===== config.mk =====
export PLATFORM = sky130hd
export DESIGN_NAME = spi_slave_fsm_flat
export DESIGN_NICKNAME = d
export VERILOG_FILES = /design/src/rtl/spi_slave_pkg.sv /design/src/rtl/spi_slave_fsm_if.sv /design/src/rtl/spi_tx_serializer.sv /design/src/rtl/spi_slave_fsm.sv /design/src/flat_wrapper.sv
export SDC_FILE = /design/constraint.sdc
export NUM_CORES = 1
export LEC_CHECK = 0
export ABC_AREA = 0
export ABC_CLOCK_PERIOD_IN_PS = 2200
export CAP_MARGIN = 20
export CORE_ASPECT_RATIO = 1.2
export CORE_MARGIN = 2
export CORE_UTILIZATION = 57
export CTS_BUF_LIST = sky130_fd_sc_hd__clkbuf_8
export CTS_CLUSTER_SIZE = 20
export DETAILED_ROUTE_END_ITERATION = 10
export PLACE_DENSITY = 0.82
export SKIP_CTS_REPAIR_TIMING = 1
export SYNTH_ARGS = -nofsm -noshare
export SYNTH_HDL_FRONTEND = slang
export SYNTH_SLANG_ARGS = --single-unit

===== constraint.sdc =====
create_clock -name clk -period 2.2 [get_ports clk]
set_clock_uncertainty 0.1 [all_clocks]
set_input_delay 0.44 -clock clk [delete_from_list [all_inputs] [get_ports clk]]
set_output_delay 0.44 -clock clk [all_outputs]
set_load 0.03 [all_outputs]

===== src/rtl/spi_slave_pkg.sv =====
// Shared types and constants for the SPI-slave front end.
package spi_slave_pkg;

   localparam int unsigned ADDR_SIZE = 8;
   localparam int unsigned DATA_W    = ADDR_SIZE;
   localparam int unsigned WORD_W    = ADDR_SIZE + 2;
   localparam int unsigned CNT_W     = 4;

   typedef enum logic [2:0] {
      IDLE      = 3'd0,
      CHK_CMD   = 3'd1,
      WRITE     = 3'd2,
      READ_ADD  = 3'd3,
      READ_DATA = 3'd4
   } state_e;

   localparam logic [1:0] CMD_WR_ADDR = 2'b00;
   localparam logic [1:0] CMD_WR_DATA = 2'b01;
   localparam logic [1:0] CMD_RD_ADDR = 2'b10;
   localparam logic [1:0] CMD_RD_DATA = 2'b11;

   // Command word as seen by the RAM: 2-bit opcode above the payload.
   typedef struct packed {
      logic [1:0]        cmd;
      logic [DATA_W-1:0] payload;
   } rx_word_t;

   // True when a completed word's opcode is legal for the state that received it.
   function automatic logic cmd_allowed(state_e st, logic [1:0] cmd);
      case (st)
         WRITE:     return (cmd == CMD_WR_ADDR) || (cmd == CMD_WR_DATA);
         READ_ADD:  return (cmd == CMD_RD_ADDR);
         READ_DATA: return (cmd == CMD_RD_DATA);
         default:   return 1'b0;
      endcase
   endfunction

endpackage


===== src/rtl/spi_slave_fsm_if.sv =====
// Serial-side and RAM-side signals of the SPI slave front end.
interface spi_slave_fsm_if;
   import spi_slave_pkg::*;

   logic              SS_n;
   logic              MOSI;
   logic              MISO;
   logic [WORD_W-1:0] rx_data;
   logic              rx_valid;
   logic [DATA_W-1:0] tx_data;
   logic              tx_valid;

   // The slave is the front end; the master side is the SPI host plus RAM.
   modport slave (
      input  SS_n, MOSI, tx_data, tx_valid,
      output MISO, rx_data, rx_valid
   );

   modport master (
      output SS_n, MOSI, tx_data, tx_valid,
      input  MISO, rx_data, rx_valid
   );
endinterface


===== src/rtl/spi_tx_serializer.sv =====
// MSB-first read-data shifter: loads on request, emits DATA_W bits, then
// raises done and returns the line to 0.
module spi_tx_serializer
   import spi_slave_pkg::*;
(
   input  logic              clk,
   input  logic              rst_n,
   input  logic              clear,
   input  logic              load,
   input  logic [DATA_W-1:0] data,
   output logic              miso,
   output logic              busy,
   output logic              done
);

   logic [DATA_W-1:0] shreg;
   logic [CNT_W-1:0]  cnt;

   // Load, shift out one bit per edge, then drop the line; clear aborts at once.
   always_ff @(posedge clk) begin
      if (!rst_n || clear) begin
         shreg <= '0;
         cnt   <= '0;
         busy  <= 1'b0;
         done  <= 1'b0;
         miso  <= 1'b0;
      end else if (load) begin
         shreg <= data;
         cnt   <= CNT_W'(DATA_W);
         busy  <= 1'b1;
         done  <= 1'b0;
         miso  <= 1'b0;
      end else if (busy) begin
         if (cnt != '0) begin
            miso  <= shreg[DATA_W-1];
            shreg <= {shreg[DATA_W-2:0], 1'b0};
            cnt   <= cnt - CNT_W'(1);
            if (cnt == CNT_W'(1)) done <= 1'b1;
         end else begin
            miso <= 1'b0;
            busy <= 1'b0;
         end
      end
   end

endmodule


===== src/rtl/spi_slave_fsm.sv =====
// SPI slave command sequencer: deserialises MOSI words for the RAM and
// serialises read data back on MISO.
// Optional build macro SPI_CMD_CHECK_EN: reject words whose opcode does not
// match the state that received them.
module spi_slave_fsm
   import spi_slave_pkg::*;
(
   input  logic          clk,
   input  logic          rst_n,
   spi_slave_fsm_if.slave bus
);

   state_e              state;
   logic [WORD_W-2:0]   shift_reg;
   logic [CNT_W-1:0]    bit_cnt;
   logic [WORD_W-1:0]   rx_data_q;
   logic                rx_valid_q;
   logic                rd_addr_flag;
   logic                word_done;
   logic                word_ok;

   rx_word_t            word_c;
   logic                last_bit_c;
   logic                cmd_ok_c;
   logic                tx_load_c;

   logic                ser_miso;
   logic                ser_busy;
   logic                ser_done;

   // Word assembled if the current MOSI bit is the last one.
   always_comb begin
      word_c     = rx_word_t'({shift_reg, bus.MOSI});
      last_bit_c = (bit_cnt == CNT_W'(WORD_W - 1));
`ifdef SPI_CMD_CHECK_EN
      cmd_ok_c   = cmd_allowed(state, word_c.cmd);
`else
      cmd_ok_c   = 1'b1;
`endif
      tx_load_c  = (state == READ_DATA) && word_done && word_ok &&
                   !ser_busy && !ser_done && bus.tx_valid;
   end

   // Frame sequencer: command decode, word shift-in and read-address flag.
   always_ff @(posedge clk) begin
      if (!rst_n) begin
         state        <= IDLE;
         shift_reg    <= '0;
         bit_cnt      <= '0;
         rx_data_q    <= '0;
         rx_valid_q   <= 1'b0;
         rd_addr_flag <= 1'b0;
         word_done    <= 1'b0;
         word_ok      <= 1'b0;
      end else begin
         rx_valid_q <= 1'b0;
         if (bus.SS_n) begin
            state     <= IDLE;
            shift_reg <= '0;
            bit_cnt   <= '0;
            word_done <= 1'b0;
            word_ok   <= 1'b0;
         end else begin
            case (state)
               IDLE: state <= CHK_CMD;
               CHK_CMD: begin
                  bit_cnt   <= '0;
                  shift_reg <= '0;
                  word_done <= 1'b0;
                  word_ok   <= 1'b0;
                  if (!bus.MOSI)         state <= WRITE;
                  else if (!rd_addr_flag) state <= READ_ADD;
                  else                   state <= READ_DATA;
               end
               WRITE, READ_ADD, READ_DATA: begin
                  if (!word_done) begin
                     if (last_bit_c) begin
                        bit_cnt   <= '0;
                        shift_reg <= '0;
                        word_done <= 1'b1;
                        word_ok   <= cmd_ok_c;
                        if (cmd_ok_c) begin
                           rx_data_q  <= word_c;
                           rx_valid_q <= 1'b1;
                           if (state == READ_ADD) rd_addr_flag <= 1'b1;
                        end
                     end else begin
                        shift_reg <= {shift_reg[WORD_W-3:0], bus.MOSI};
                        bit_cnt   <= bit_cnt + CNT_W'(1);
                     end
                  end else if ((state == READ_DATA) && ser_done) begin
                     rd_addr_flag <= 1'b0;
                  end
               end
               default: state <= IDLE;
            endcase
         end
      end
   end

   spi_tx_serializer u_tx (
      .clk   (clk),
      .rst_n (rst_n),
      .clear (bus.SS_n),
      .load  (tx_load_c),
      .data  (bus.tx_data),
      .miso  (ser_miso),
      .busy  (ser_busy),
      .done  (ser_done)
   );

   assign bus.MISO     = ser_miso;
   assign bus.rx_data  = rx_data_q;
   assign bus.rx_valid = rx_valid_q;

endmodule


===== src/flat_wrapper.sv =====
// flat-port wrapper written by rule: the top's interface ports become plain ports
module spi_slave_fsm_flat import spi_slave_pkg::*;
  (clk, rst_n, bus_SS_n, bus_MOSI, bus_tx_data, bus_tx_valid, bus_MISO, bus_rx_data, bus_rx_valid);
  spi_slave_fsm_if bus_i ();
  input  logic clk;
  input  logic rst_n;
  input wire logic [$bits(bus_i.SS_n)-1:0] bus_SS_n;
  input wire logic [$bits(bus_i.MOSI)-1:0] bus_MOSI;
  input wire logic [$bits(bus_i.tx_data)-1:0] bus_tx_data;
  input wire logic [$bits(bus_i.tx_valid)-1:0] bus_tx_valid;
  output wire logic [$bits(bus_i.MISO)-1:0] bus_MISO;
  output wire logic [$bits(bus_i.rx_data)-1:0] bus_rx_data;
  output wire logic [$bits(bus_i.rx_valid)-1:0] bus_rx_valid;
  assign bus_i.SS_n = bus_SS_n;
  assign bus_i.MOSI = bus_MOSI;
  assign bus_i.tx_data = bus_tx_data;
  assign bus_i.tx_valid = bus_tx_valid;
  assign bus_MISO = bus_i.MISO;
  assign bus_rx_data = bus_i.rx_data;
  assign bus_rx_valid = bus_i.rx_valid;
  spi_slave_fsm u_core (.clk(clk), .rst_n(rst_n), .bus(bus_i));
endmodule

==> impl_metrics.py <==
metrics = {
    "status": {
        "status": "finished, final reports clean",
    },
    "place": {
        "gp_congestion": 0.7499,
        "dp_cells": 288,
        "place.port_buffers": 24,
        "placed_area_um2": 2349,
        "dp_hpwl_um": 2874,
    },
    "timing": {
        "period_minus_slack_ns": 1.842,
        "fmax_mhz": 542.9,
        "setup_viol": 0,
        "rsz0062_at_grt": "false",
        "hold_ws_ns": 0.3575,
        "relSlewSlack_pct": 69.20,
        "tightest_slew_ns": 0.4620,
        "slew_viol_final": 0,
        "setup_tns_ns": 0,
        "hold_viol": 0,
        "fin_crit_sh_pct": 83.73,
    },
    "layout": {
        "diodes": 0,
        "final_cells": 296,
        "seq_area_um2": 900.9,
        "stdcell_area_um2": 2432,
        "area_growth_pct": 15.23,
        "largest_register_ffs": 10,
        "fin_nets": 273,
        "drive_gt1_share_pct": 12.84,
        "fillers": 313,
        "multi_input_area_um2": 1072,
    },
    "setup_path": {
        "crit_required_ns": 2.31,
        "crit_path_cell_trace": "nor3b_2, buf_4, nand2_2, a211o_1, a211oi_2",
        "worstSetupEndpointType": "flip-flop",
        "crit_cells": 5,
        "rr_worst_depth": 5,
        "crit_start": "u_core.state[2]$_SDFFE_PP0P_",
        "worst-setup-path-type": "flip-flop to flip-flop",
        "crit_buf_inv": 1,
        "cp-start-kind": "flip-flop",
        "r2r_setup_slack_ns": 0.36,
        "critPathMaxStageDelay_ns": 0.51,
        "endpoint": "u_core.bit_cnt[3]$_SDFFE_PP0P_",
        "cp_max_fo": 12,
        "cp_top_family": "compound AO/OA/AOI/OAI gates",
        "r2r_end": "u_core.bit_cnt[3]$_SDFFE_PP0P_",
        "cp_slowest_cell": "dfxtp_1",
        "cp.arrival_ns": 1.96,
        "worstReg2RegStart": "u_core.state[2]$_SDFFE_PP0P_",
    },
    "yosys": {
        "syn_inst": 235,
        "synth-edff-count": 0,
        "ys.warnings.count": 0,
        "synth.cell_area_um2": 2111,
        "synth_ff_type": "dfxtp_1",
        "syn_nets": 252,
        "seq_area_frac_synth_pct": 42.68,
        "ys_types": 49,
        "avgSynthCellArea_um2": 8.982,
        "ys_ff_latch": 45,
        "async_flop_share_pct": 0,
    },
    "floorplan": {
        "num_rows": 24,
        "dieArea_um2": 4208,
        "start_util_pct": 58.58,
        "die_h_um": 70.66,
        "die_w_um": 59.55,
        "ios": 25,
        "core_area_um2": 3603,
    },
    "power": {
        "p_per_area_nw_per_um2": 577.6,
        "leakagePower_nw": 0.7960,
        "total_power_mw": 1.405,
        "irDropWorstVdd_uv": 399.7,
    },
    "drt": {
        "routed_via_density": 5.963,
        "wl_per_cell_um": 13.86,
        "drtAntennaViolNets": 0,
        "vias": 1765,
        "drt_iter0_markers": 103,
        "wl_um": 4104,
        "drc": 0,
        "drt-pass1-iter-count": 5,
    },
    "clocking": {
        "htree_levels": 2,
        "numCtsBuffers": 5,
        "tritoncts": "yes",
        "root_buffer": "clkbuf_8",
        "clk_latency_ns": 0.29,
        "cts.sinks": 45,
        "clk_pin_slew_ns": 0.08,
        "cts_max_path_buffers": 2,
    },
    "global_routing": {
        "grt_pass1_vias": 1748,
        "grt_remaining_overflow": 0,
        "antenna_found_initial": 0,
        "grt_pass1_wl_um": 7417,
        "grt_max_degree": 23,
        "grtUsageTotal_pct": 22.28,
    },
    "job": {
        "maxCapViolations": 0,
    },
    "min_path": {
        "hp-class": "flip-flop to flip-flop",
    },
}
-- synth_stat cells, types with 2 or more instances --
| cell | n | area (um^2) |
|---|---|---|
| o21ai_0 | 20 | 100.1 |
| a211oi_1 | 3 | 22.52 |
| buf_6 | 3 | 33.78 |
| a211oi_2 | 10 | 125.1 |
| nor2b_1 | 2 | 12.51 |
| and3_1 | 3 | 18.77 |
| xor2_1 | 2 | 17.52 |
| nor2_1 | 10 | 37.54 |
| ha_1 | 4 | 50.05 |
| o21ai_1 | 2 | 10.01 |
| a22oi_1 | 7 | 52.55 |
| buf_2 | 8 | 40.04 |
| a21oi_1 | 13 | 65.06 |
| nand2_1 | 17 | 63.81 |
| and2_1 | 5 | 31.28 |
| nand2b_1 | 2 | 12.51 |
| clkbuf_1 | 3 | 11.26 |
| inv_1 | 7 | 26.28 |
| nand4_1 | 2 | 12.51 |
| a31oi_1 | 2 | 12.51 |
| buf_4 | 3 | 22.52 |
| nor3_1 | 4 | 20.02 |
| nand3_1 | 31 | 155.2 |
| nand2_2 | 2 | 12.51 |
| a211o_1 | 2 | 17.52 |
| dfxtp_1 | 45 | 900.9 |
-- stage by stage --
step / setup slack, ns / util, %
after floorplan: 0.5085 / -
after global placement: 0.1784 / 65.17
after detailed placement: 0.1371 / 65.17
after CTS: 0.3521 / 67.50
after global routing: 0.2368 / 67.50
final: 0.3580 / 67.50
-- tightest hold or removal path, cell delays in order (launching register included) --
cell	delay, ns
dfxtp_1	0.31
nand2_1	0.05
o21ai_0	0.06
-- worst min path at each step --
| stage | slack (ns) | startpoint | cells after the start | to |
|---|---|---|---|---|
| floorplan | 0.33 | u_core.word_ok$_SDFFE_PP0P_ | 2 | u_core.word_ok$_SDFFE_PP0P_ |
| global placement | 0.34 | u_core.bus.rx_data[5]$_SDFFE_PN0P_ | 2 | u_core.bus.rx_data[5]$_SDFFE_PN0P_ |
| detailed placement | 0.35 | u_core.bus.rx_data[5]$_SDFFE_PN0P_ | 2 | u_core.bus.rx_data[5]$_SDFFE_PN0P_ |
| CTS | 0.36 | u_core.bus.rx_data[5]$_SDFFE_PN0P_ | 2 | u_core.bus.rx_data[5]$_SDFFE_PN0P_ |
| global route | 0.38 | u_core.bus.rx_data[4]$_SDFFE_PN0P_ | 2 | u_core.bus.rx_data[4]$_SDFFE_PN0P_ |
| finish | 0.36 | u_core.bus.rx_data[5]$_SDFFE_PN0P_ | 2 | u_core.bus.rx_data[5]$_SDFFE_PN0P_ |
-- routing by layer --
| layer | global-route usage [%] | vias up | routed length (um) |
|---|---|---|---|
| met1 | 26.41 | 817 | 1811 |
| met3 | 4.022 | 9 | 164 |
| met4 | 11.36 | 0 | 99 |
| li1 | - | 886 | - |
| met5 | 0 | - | 0 |
| met2 | 37.61 | 53 | 2029 |
-- cells by family after synthesis --
logic type	count (synthesis)	share of synthesized area, %
compound gates	71	25.31
simple gates	87	21.87
xor+xnor	3	1.245
flops	45	42.68
fa+ha+maj	4	2.371
buf+inv	25	6.520
-- power breakdown --
group / switching (mW) / internal, mW / total [mW] / leakage [nW]
Clock: 0.265 / 0.216 / 0.481 / 0.0467
Sequential: 0.00598 / 0.817 / 0.823 / 0.363
Combinational: 0.0583 / 0.0425 / 0.101 / 0.387
Total: 0.330 / 1.08 / 1.40 / 0.796
-- layout make-up --
cell class / instances / share of cell area (%)
inverter: 7 / 1.080
tap: 39 / 2.006
clock inverter: 3 / 0.6173
clock buffer: 5 / 2.829
sequential: 45 / 37.04
timing repair buffer: 32 / 12.35
multi-input combinational: 165 / 44.08
-- placed cells by master, fill, tap and decap left out, types with 2 or more instances in the layout --
cell / instances
nand4_1: 2
nand2_1: 17
xor2_1: 2
nor2_1: 10
nand2_2: 2
and2_1: 5
a211oi_2: 10
clkdlybuf4s50_1: 24
nand2b_1: 2
inv_1: 9
nor3_1: 4
o21ai_1: 2
a211oi_1: 3
a21oi_1: 13
clkbuf_8: 5
nor2b_1: 2
o21ai_0: 20
a22oi_1: 7
nand3_1: 31
and3_1: 3
dfxtp_1: 45
a211o_1: 2
a31oi_1: 2
buf_4: 8
ha_1: 4
(Power assumes the default switching activity.)
